$ cat config.mk
export PLATFORM = sky130hd
export DESIGN_NAME = instruction_fetch_flat
export DESIGN_NICKNAME = d
export VERILOG_FILES = /design/src/rtl/instruction_fetch_pkg.sv /design/src/rtl/instruction_fetch_if.sv /design/src/rtl/fetch_fifo.sv /design/src/rtl/instruction_fetch.sv /design/src/flat_wrapper.sv
export SDC_FILE = /design/constraint.sdc
export NUM_CORES = 1
export LEC_CHECK = 0
export BUFFER_PORTS_ARGS = -buffer_cell sky130_fd_sc_hd__buf_2
export CORE_ASPECT_RATIO = 0.6
export CORE_MARGIN = 3
export CORE_UTILIZATION = 61
export CTS_BUF_LIST = sky130_fd_sc_hd__clkbuf_4 sky130_fd_sc_hd__clkbuf_8
export DETAILED_ROUTE_END_ITERATION = 7
export PLACE_DENSITY = 0.94
export SETUP_SLACK_MARGIN = 0.2
export SYNTH_ARGS = -nofsm -noshare
export SYNTH_HDL_FRONTEND = slang
export SYNTH_SLANG_ARGS = --single-unit
$ cat constraint.sdc
create_clock -name clk -period 3.3 [get_ports clk]
set_input_delay 0.165 -clock clk [delete_from_list [all_inputs] [get_ports clk]]
set_output_delay 0.165 -clock clk [all_outputs]
set_load 0.02 [all_outputs]
$ cat src/rtl/instruction_fetch_pkg.sv
// Shared CPU fetch definitions: default widths, buffer depth and the
// fetch FSM state encoding.
package instruction_fetch_pkg;

    localparam int IF_ADDR_W = 16;
    localparam int IF_DATA_W = 16;
    localparam int IF_DEPTH  = 2;

    typedef enum logic [1:0] {
        ST_IDLE    = 2'd0,
        ST_WAIT    = 2'd1,
        ST_DISCARD = 2'd2
    } fetch_state_e;

endpackage : instruction_fetch_pkg

$ cat src/rtl/instruction_fetch_if.sv
// Fetch unit bus: redirect input, memory read channel and decoder handshake.
// master = fetch unit, slave = execute/memory/decoder environment.
interface instruction_fetch_if
    import instruction_fetch_pkg::*;
#(
    parameter int ADDR_W = IF_ADDR_W,
    parameter int DATA_W = IF_DATA_W
);
    logic              jump;
    logic [ADDR_W-1:0] jump_addr;
    logic              mem_req;
    logic [ADDR_W-1:0] mem_addr;
    logic              mem_ack;
    logic [DATA_W-1:0] mem_data;
    logic              inst_valid;
    logic              inst_ready;
    logic [DATA_W-1:0] inst;
    logic [ADDR_W-1:0] inst_pc;

    modport master (
        input  jump, jump_addr, mem_ack, mem_data, inst_ready,
        output mem_req, mem_addr, inst_valid, inst, inst_pc
    );

    modport slave (
        output jump, jump_addr, mem_ack, mem_data, inst_ready,
        input  mem_req, mem_addr, inst_valid, inst, inst_pc
    );
endinterface : instruction_fetch_if

$ cat src/rtl/fetch_fifo.sv
// Instruction buffer holding {pc, word} entries; head is read straight from
// registered storage and the valid flag is its own flop.
module fetch_fifo
    import instruction_fetch_pkg::*;
#(
    parameter int DEPTH = IF_DEPTH,
    parameter int WIDTH = IF_ADDR_W + IF_DATA_W
) (
    input  logic             clk,
    input  logic             reset,
    input  logic             flush,
    input  logic             push,
    input  logic [WIDTH-1:0] push_data,
    input  logic             pop,
    output logic [WIDTH-1:0] head_data,
    output logic             head_valid,
    output logic             full
);
    localparam int PTR_W = $clog2(DEPTH);
    localparam int CNT_W = PTR_W + 1;

    logic [WIDTH-1:0] mem_q [DEPTH];
    logic [WIDTH-1:0] mem_d [DEPTH];
    logic [PTR_W-1:0] wr_ptr_q, wr_ptr_d;
    logic [PTR_W-1:0] rd_ptr_q, rd_ptr_d;
    logic [CNT_W-1:0] count_q, count_d;
    logic             valid_q, valid_d;

    // storage, pointers, occupancy and head-valid registers
    always_ff @(posedge clk or negedge reset) begin
        if (!reset) begin
            for (int i = 0; i < DEPTH; i++) begin
                mem_q[i] <= {WIDTH{1'b0}};
            end
            wr_ptr_q <= {PTR_W{1'b0}};
            rd_ptr_q <= {PTR_W{1'b0}};
            count_q  <= {CNT_W{1'b0}};
            valid_q  <= 1'b0;
        end else begin
            mem_q    <= mem_d;
            wr_ptr_q <= wr_ptr_d;
            rd_ptr_q <= rd_ptr_d;
            count_q  <= count_d;
            valid_q  <= valid_d;
        end
    end

    // flush overrides push/pop; pointers wrap because DEPTH is a power of two
    always_comb begin
        mem_d    = mem_q;
        wr_ptr_d = wr_ptr_q;
        rd_ptr_d = rd_ptr_q;
        count_d  = count_q;
        if (flush) begin
            wr_ptr_d = {PTR_W{1'b0}};
            rd_ptr_d = {PTR_W{1'b0}};
            count_d  = {CNT_W{1'b0}};
        end else begin
            if (push) begin
                mem_d[wr_ptr_q] = push_data;
                wr_ptr_d        = wr_ptr_q + PTR_W'(1);
            end else begin
                wr_ptr_d = wr_ptr_q;
            end
            if (pop) begin
                rd_ptr_d = rd_ptr_q + PTR_W'(1);
            end else begin
                rd_ptr_d = rd_ptr_q;
            end
            case ({push, pop})
                2'b10:   count_d = count_q + CNT_W'(1);
                2'b01:   count_d = count_q - CNT_W'(1);
                default: count_d = count_q;
            endcase
        end
        valid_d = (count_d != {CNT_W{1'b0}});
    end

    assign head_data  = mem_q[rd_ptr_q];
    assign head_valid = valid_q;
    assign full       = (count_q == CNT_W'(DEPTH));

endmodule : fetch_fifo

$ cat src/rtl/instruction_fetch.sv
// Instruction fetch unit: sequential fetch from fetch_pc into a small buffer,
// with redirect (jump) support that discards in-flight memory responses.
module instruction_fetch
    import instruction_fetch_pkg::*;
#(
    parameter int                ADDR_W     = IF_ADDR_W,
    parameter int                DATA_W     = IF_DATA_W,
    parameter logic [ADDR_W-1:0] RESET_ADDR = {ADDR_W{1'b0}},
    parameter int                DEPTH      = IF_DEPTH
) (
    input  logic                clk,
    input  logic                reset,
    instruction_fetch_if.master bus
);
    fetch_state_e             state_q, state_d;
    logic [ADDR_W-1:0]        fetch_pc_q, fetch_pc_d;
    logic                     mem_req_q, mem_req_d;
    logic                     push_s, pop_s, flush_s;
    logic                     full_s, head_valid_s;
    logic [ADDR_W+DATA_W-1:0] head_s;

    // FSM state, fetch address and memory request registers
    always_ff @(posedge clk or negedge reset) begin
        if (!reset) begin
            state_q    <= ST_IDLE;
            fetch_pc_q <= RESET_ADDR;
            mem_req_q  <= 1'b0;
        end else begin
            state_q    <= state_d;
            fetch_pc_q <= fetch_pc_d;
            mem_req_q  <= mem_req_d;
        end
    end

    // next state; outstanding requests only exist in WAIT, so in IDLE "not full" means room
    always_comb begin
        state_d    = state_q;
        fetch_pc_d = fetch_pc_q;
        case (state_q)
            ST_IDLE: begin
                if (bus.jump) begin
                    // the jump flushes the buffer, so the redirected fetch can start at once
                    fetch_pc_d = bus.jump_addr;
                    state_d    = ST_WAIT;
                end else if (!full_s) begin
                    state_d = ST_WAIT;
                end else begin
                    state_d = ST_IDLE;
                end
            end
            ST_WAIT: begin
                if (bus.jump) begin
                    fetch_pc_d = bus.jump_addr;
                    state_d    = bus.mem_ack ? ST_IDLE : ST_DISCARD;
                end else if (bus.mem_ack) begin
                    fetch_pc_d = fetch_pc_q + ADDR_W'(1);
                    state_d    = ST_IDLE;
                end else begin
                    state_d = ST_WAIT;
                end
            end
            ST_DISCARD: begin
                if (bus.jump) begin
                    fetch_pc_d = bus.jump_addr;
                end else begin
                    fetch_pc_d = fetch_pc_q;
                end
                // the stale response ends the discard even if a new jump arrives with it
                if (bus.mem_ack) begin
                    state_d = ST_IDLE;
                end else begin
                    state_d = ST_DISCARD;
                end
            end
            default: begin
                state_d    = ST_IDLE;
                fetch_pc_d = RESET_ADDR;
            end
        endcase
        mem_req_d = (state_d == ST_WAIT);
    end

    // buffer control: a jump flushes and suppresses both push and pop
    always_comb begin
        flush_s = bus.jump;
        if ((state_q == ST_WAIT) && bus.mem_ack && !bus.jump) begin
            push_s = 1'b1;
        end else begin
            push_s = 1'b0;
        end
        pop_s = head_valid_s & bus.inst_ready & ~bus.jump;
    end

    fetch_fifo #(
        .DEPTH (DEPTH),
        .WIDTH (ADDR_W + DATA_W)
    ) u_fifo (
        .clk        (clk),
        .reset      (reset),
        .flush      (flush_s),
        .push       (push_s),
        .push_data  ({fetch_pc_q, bus.mem_data}),
        .pop        (pop_s),
        .head_data  (head_s),
        .head_valid (head_valid_s),
        .full       (full_s)
    );

    assign bus.mem_req    = mem_req_q;
    assign bus.mem_addr   = fetch_pc_q;
    assign bus.inst_valid = head_valid_s;
    assign bus.inst       = head_s[DATA_W-1:0];
    assign bus.inst_pc    = head_s[ADDR_W+DATA_W-1:DATA_W];

endmodule : instruction_fetch
$ cat src/flat_wrapper.sv
// flat-port wrapper written by rule: the top's interface ports become plain ports
module instruction_fetch_flat import instruction_fetch_pkg::*;
#(
    parameter int                ADDR_W     = IF_ADDR_W,
    parameter int                DATA_W     = IF_DATA_W,
    parameter logic [ADDR_W-1:0] RESET_ADDR = {ADDR_W{1'b0}},
    parameter int                DEPTH      = IF_DEPTH
)
  (clk, reset, bus_jump, bus_jump_addr, bus_mem_ack, bus_mem_data, bus_inst_ready, bus_mem_req, bus_mem_addr, bus_inst_valid, bus_inst, bus_inst_pc);
  instruction_fetch_if #(.ADDR_W(ADDR_W), .DATA_W(DATA_W)) bus_i ();
  input  logic clk;
  input  logic reset;
  input wire logic [$bits(bus_i.jump)-1:0] bus_jump;
  input wire logic [$bits(bus_i.jump_addr)-1:0] bus_jump_addr;
  input wire logic [$bits(bus_i.mem_ack)-1:0] bus_mem_ack;
  input wire logic [$bits(bus_i.mem_data)-1:0] bus_mem_data;
  input wire logic [$bits(bus_i.inst_ready)-1:0] bus_inst_ready;
  output wire logic [$bits(bus_i.mem_req)-1:0] bus_mem_req;
  output wire logic [$bits(bus_i.mem_addr)-1:0] bus_mem_addr;
  output wire logic [$bits(bus_i.inst_valid)-1:0] bus_inst_valid;
  output wire logic [$bits(bus_i.inst)-1:0] bus_inst;
  output wire logic [$bits(bus_i.inst_pc)-1:0] bus_inst_pc;
  assign bus_i.jump = bus_jump;
  assign bus_i.jump_addr = bus_jump_addr;
  assign bus_i.mem_ack = bus_mem_ack;
  assign bus_i.mem_data = bus_mem_data;
  assign bus_i.inst_ready = bus_inst_ready;
  assign bus_mem_req = bus_i.mem_req;
  assign bus_mem_addr = bus_i.mem_addr;
  assign bus_inst_valid = bus_i.inst_valid;
  assign bus_inst = bus_i.inst;
  assign bus_inst_pc = bus_i.inst_pc;
  instruction_fetch #(.ADDR_W(ADDR_W), .DATA_W(DATA_W), .RESET_ADDR(RESET_ADDR), .DEPTH(DEPTH)) u_core (.clk(clk), .reset(reset), .bus(bus_i));
endmodule
### After elaboration in Yosys (flattened, before gate mapping)

Cells that the tools add are included.

* add/subtract/negate cells: 5
* $lt $le $gt $ge: 3
* equal/unequal tests: 8
* muxes and demuxes: 23
* bitwise gates (word level): 5
* reductions and logical operators: 11

Operator list (number)
* $mux 32: 4
* $bwmux 64: 1
* $mux 16: 3
* $demux 32 s1: 1
* $pmux 16 s2: 1
* $add 16x1->16 const B: 1
* $mux 2: 4
* $mux 1: 7
* $eq 2x1->1 const B: 3
* $eq 2x2->1 const B: 3
* $pmux 2 s3: 1
* $reduce_bool 2->1: 3
* $ge 2x2->1 const B: 2
* $not 1->2: 2
* $pmux 2 s2: 1
* $reduce_and 2->1: 2
* $logic_and 1x1->1: 3
* $ne 3x3->1 const B: 1
* $add 1x1->1 const B: 2
* $add 2x1->2 const B: 1
* $and 1x1->1: 2
* $logic_not 2->1: 1
* $lt 2x1->1 const B: 1
* $ne 2x1->1 const B: 1
* 4 further kinds: 4

* register bits after elaboration: 88
* input bits: 37
* output and inout bits: 50
* logic and storage cells: 64

### Depth between registers and ports, before layout

* depth after elaboration: 8
* gate-level depth with buffers: 6
* gate-level depth less buffers: 6

### By module

A second synthesis with hierarchy kept.

* cells, all modules: 330
* area, all modules: 4201.5 um^2

Modules (own cells, without submodules)
* fetch_fifo: instances 1, cells each 194, area each 3037.9 um^2, sequential area each 1726.7 um^2
* instruction_fetch: instances 1, cells each 136, area each 1163.6 um^2, sequential area each 475.5 um^2

### Worst setup path after synthesis

Ideal clock, no wire load.

* path kind: reg-to-reg
* start: reg u_core.fetch_pc_q[5] (netlist: u_core.bus.mem_addr[5])
* end: reg u_core.fetch_pc_q[15] (netlist: u_core.bus.mem_addr[15])
* setup time: 137 ps
* arrival: 1735 ps
* data required time: 3163 ps
* slack: 1428 ps
* cell stages (with the launch flop): 6
* buffers on the path: 1
* clock period less this slack: 1872 ps
* path through: dfrtp_1 > buf_4 > and4_4 > or4b_4 > a2111oi_0 > nor3b_1

* cells in the longest elaborated chain, start to end: 4

Ends and longest elaborated chain
* from (decl): RTL line instruction_fetch.sv:16 `logic [ADDR_W-1:0] fetch_pc_q, fetch_pc_d;`
* from (signal assigned): RTL line instruction_fetch.sv:30 `fetch_pc_q <= fetch_pc_d;`
* $add 16x1->16: RTL line instruction_fetch.sv:56 `fetch_pc_d = fetch_pc_q + ADDR_W'(1);`
* $mux 16: RTL line instruction_fetch.sv:55 `end else if (bus.mem_ack) begin`
* $mux 16: RTL line instruction_fetch.sv:52 `if (bus.jump) begin`
* $pmux 16 s2: RTL line instruction_fetch.sv:39 `case (state_q)`

No other way between the ends. The select of a mux whose other input is x is not followed.
A chain may end at the register's enable or synchronous reset.

### Final worst setup path

* start: reg u_core.state_q[0]
* end: reg u_core.u_fifo.mem_q[19] in the netlist's numbering

* cells in the longest elaborated chain, start to end: 5

Ends and longest elaborated chain
* from (decl): RTL line instruction_fetch.sv:15 `fetch_state_e state_q, state_d;`
* from (signal assigned): RTL line instruction_fetch.sv:29 `state_q <= state_d;`
* $eq 2x1->1: RTL line instruction_fetch.sv:86 `if ((state_q == ST_WAIT) && bus.mem_ack && !bus.jump) begin`
* $logic_and 1x1->1 (2 in a row): RTL line instruction_fetch.sv:86
* $mux 1: RTL line instruction_fetch.sv:86
* $reduce_and 2->1 (no line)
* to (signal, indexed assignment): RTL line fetch_fifo.sv:33 `mem_q[i] <= {WIDTH{1'b0}};`
* to (signal assigned): RTL line fetch_fifo.sv:40 `mem_q <= mem_d;`
* to (decl): RTL line fetch_fifo.sv:22 `logic [WIDTH-1:0] mem_q [DEPTH];`

No other way between the ends.

==> impl_metrics.env <==
export IMPL_async_flop_share_pct=100
export IMPL_syn_area_per_cell_um2=12.2
export IMPL_synth_xor_area_share_pct=1.05
export IMPL_die_area_um2=7910
export IMPL_pwr_share_seq_pct=43.1
export IMPL_switchingPower_w=0.00166
export IMPL_relSlewSlack_pct=30.1
export IMPL_power_internal_w=0.00277
export IMPL_synthesis_instances=343
export IMPL_synth_compound_area_share_pct=9.35
export IMPL_post_route_period_util_pct=73.7
export IMPL_route_detailed_drc=0
export IMPL_worst_slack_ns=0.868
export IMPL_cts_root_buf="clkbuf_8"
export IMPL_cts_num_sinks=88
export IMPL_via_per_inst=6.03
export IMPL_combinationalPowerShare_pct=38.6
export IMPL_critPathSlowestCell="nor3b_2"
export IMPL_grt_max_degree=89
export IMPL_drt_total_wl_um=9700
export IMPL_hold_class="in2async"
export IMPL_row_count=22
export IMPL_fin_hold_ws_ns=-0.00283
export IMPL_htreeDepth=3
export IMPL_synth_simple_area_share_pct=8.39
export IMPL_grt_pass1_wl_um=16100
export IMPL_io_pins=87
export IMPL_p_per_area_nw_per_um2=905
export IMPL_cp_arrival_ns=2.67
export IMPL_start_util_pct=65.7
export IMPL_ys_ff_latch=88
export IMPL_synth_flop_cell="dfrtp_1"
export IMPL_worstPathRequired_ns=3.54
export IMPL_place_gp_congestion=0.870
export IMPL_antenna_found_initial=0
export IMPL_finClkSkew_ns=0.0116
export IMPL_syn_area_um2=4180
export IMPL_fmax_ghz=0.411
export IMPL_crit_path_cell_trace="nor3b_2 > nand3_2 > buf_4 > mux2_2"
export IMPL_grt_use_total_pct=25.6
export IMPL_p_total_w=0.00443
export IMPL_die_h_um=70.1
export IMPL_drt_first_pass_iters=4
export IMPL_synth_nets=382
export IMPL_worst_skew_pair_late_latency_ns=0.36
export IMPL_io_buffers=86
export IMPL_tns_ns=0
export IMPL_synth_top_family_by_area="multiplexers"
export IMPL_power_leakage_nw=2.26
export IMPL_path_clk_slew_ns=0.08
export IMPL_grt_overflow=0
export IMPL_p_clk_share_pct=18.2
export IMPL_antenna_left=0
export IMPL_synthMuxAreaShare_pct=25.1
export IMPL_maxSlewViolCount=0
export IMPL_ir_drop_mv=0.471
export IMPL_nNetsFinal=463
export IMPL_drive_gt1_share_pct=48.5
export IMPL_max_cap_violations=0
export IMPL_yosysUniqueCellTypes=46
export IMPL_synth_edff_count=0
export IMPL_yosys_warnings=0
export IMPL_ys_seq_area_share_pct=52.7
export IMPL_path_class="reg2reg"
export IMPL_dp_worst_setup_slack_ns=0.887
export IMPL_hpwl_um=6730
export IMPL_violations="hold timing"
export IMPL_clock_path_buffers=2
export IMPL_max_stage_delay_ns=0.57
export IMPL_worst_setup_path_start_kind="flop"
export IMPL_final_core_util_pct=77.0
export IMPL_min_period_ns=2.43
export IMPL_cp_num_buf_inv=1
export IMPL_status="complete, but fails checks"
export IMPL_vias=3095
export IMPL_grt_pass1_vias=3165
export IMPL_cts_hold_buf=0
export IMPL_worst_pin_slew_ns=1.05
export IMPL_drt_iter0_drc=208
export IMPL_antennaDiodeCount=0
export IMPL_crit_family="simple AND/OR/NAND/NOR gates"
export IMPL_syn_to_final_growth_pct=17.2
export IMPL_cts_tree="done"
export IMPL_crit_fanout=18
export IMPL_dieWidth_um=113
export IMPL_core_area_um2=6360
export IMPL_rsz0062_at_grt="false"
export IMPL_cts_resized=0
export IMPL_hold_violations=5
export IMPL_p_sw_share_pct=37.4
export IMPL_numCtsBuffers=9
export IMPL_finalSetupViolations=0
export IMPL_cts_setup_buffers=0
export IMPL_cp_end_kind="flop"
export IMPL_synth_adder_area_share_pct=0.599
export IMPL_wl_per_cell_um=18.9
## per-layer routing
| layer | part of all wire, % | GRT usage (%) | vias up |
|---|---|---|---|
| li1 | - | - | 1409 |
| met1 | 45 | 36.1 | 1532 |
| met2 | 47 | 39.5 | 138 |
| met3 | 7.0 | 7.10 | 16 |
| met4 | 1.4 | 6.80 | 0 |
| met5 | 0 | 0 | - |
## synth_stat cells, drive strengths merged (4+ instances only)
library cell   n  area share, %
xor2           4           0.84
a21oi         14            1.7
mux2          93             25
buf            7           0.90
nand3          4           0.60
clkbuf        15            1.3
nor2          20            1.9
a32oi          4           0.84
nand2         12            1.1
inv            6           0.54
o21ai         26            3.1
dfrtp         88             53
## power groups by stage
stage                     sequential [W]  combinational (W)  clock [W]
after floorplan                  0.00186            0.00118          0
after global placement           0.00187            0.00164          0
after detailed placement         0.00191            0.00171          0
after CTS                        0.00190            0.00172   0.000820
after global routing             0.00197            0.00185   0.000871
final                            0.00191            0.00171   0.000807
## worst reg2reg max path, cell delays in order (launching register included)
cell,delay [ns]
dfrtp_1,0.55
nor3b_2,0.57
nand3_2,0.49
buf_4,0.40
mux2_2,0.30
## path summary, 6_finish.rpt
check,startpoint,to,slack [ns],cells past startpoint
worst min register to register,u_core.u_fifo.mem_q[31],u_core.u_fifo.mem_q[31],0.50,2
max in group asynchronous,reset,u_core.u_fifo.mem_q[2],2.64,1
min in group clk,bus_mem_data[7],u_core.u_fifo.mem_q[39],0.06,2
worst max-delay path,u_core.state_q[0],u_core.u_fifo.mem_q[19],0.87,4
worst max register to register,u_core.state_q[0],u_core.u_fifo.mem_q[19],0.87,4
worst min-delay path,reset,u_core.u_fifo.mem_q[54],-0.003,1
## flip-flops by register name, summed over array words and instances (netlist names)
signal,flops
u_core.bus.mem_addr,16
u_core.bus.mem_req,1
u_core.u_fifo.mem_q,64
u_core.state_q,2
u_core.u_fifo.head_valid,1
u_core.u_fifo.count_q,2
u_core.u_fifo.rd_ptr_q,1
u_core.u_fifo.wr_ptr_q,1
## cell type report
class / count / area (µm²)
Multi-Input combinational cell: 227 / 1870
Fill cell: 364 / 1460
Clock inverter: 6 / 82.6
Sequential cell: 88 / 2200
Inverter: 6 / 22.5
Clock buffer: 10 / 138
Tap cell: 84 / 105
Timing Repair Buffer: 92 / 478
## through the flow
step                hold WS (ns)  instance area, µm²  cells
detailed placement         0.414                4670    497
global placement           0.402                4670    497
CTS                       0.0315                4890    513
finish                  -0.00283                4890    513
global route              0.0490                4890    513
floorplan                 -0.131                4180    343
## cells in the final DEF, fill, tap and decap left out, drive strengths merged, types with 4 or more instances in the layout
cell	synthesis	final
mux2	93	93
nor2	20	20
nand2	12	12
a21oi	14	14
xor2	4	4
o21ai	26	26
inv	6	6
a32oi	4	4
dfrtp	88	88
clkbuf	15	10
buf	7	92
nand3	4	4
## logic make-up after synthesis
logic type | after synthesis
and+or+nand+nor | 64
muxes | 93
AOI/OAI and AO/OA | 63
xor gates and xnor gates | 5
buffers and inverters | 28
adders and majority gates | 2
DFF | 88
Power figures use the tool's default switching activity.
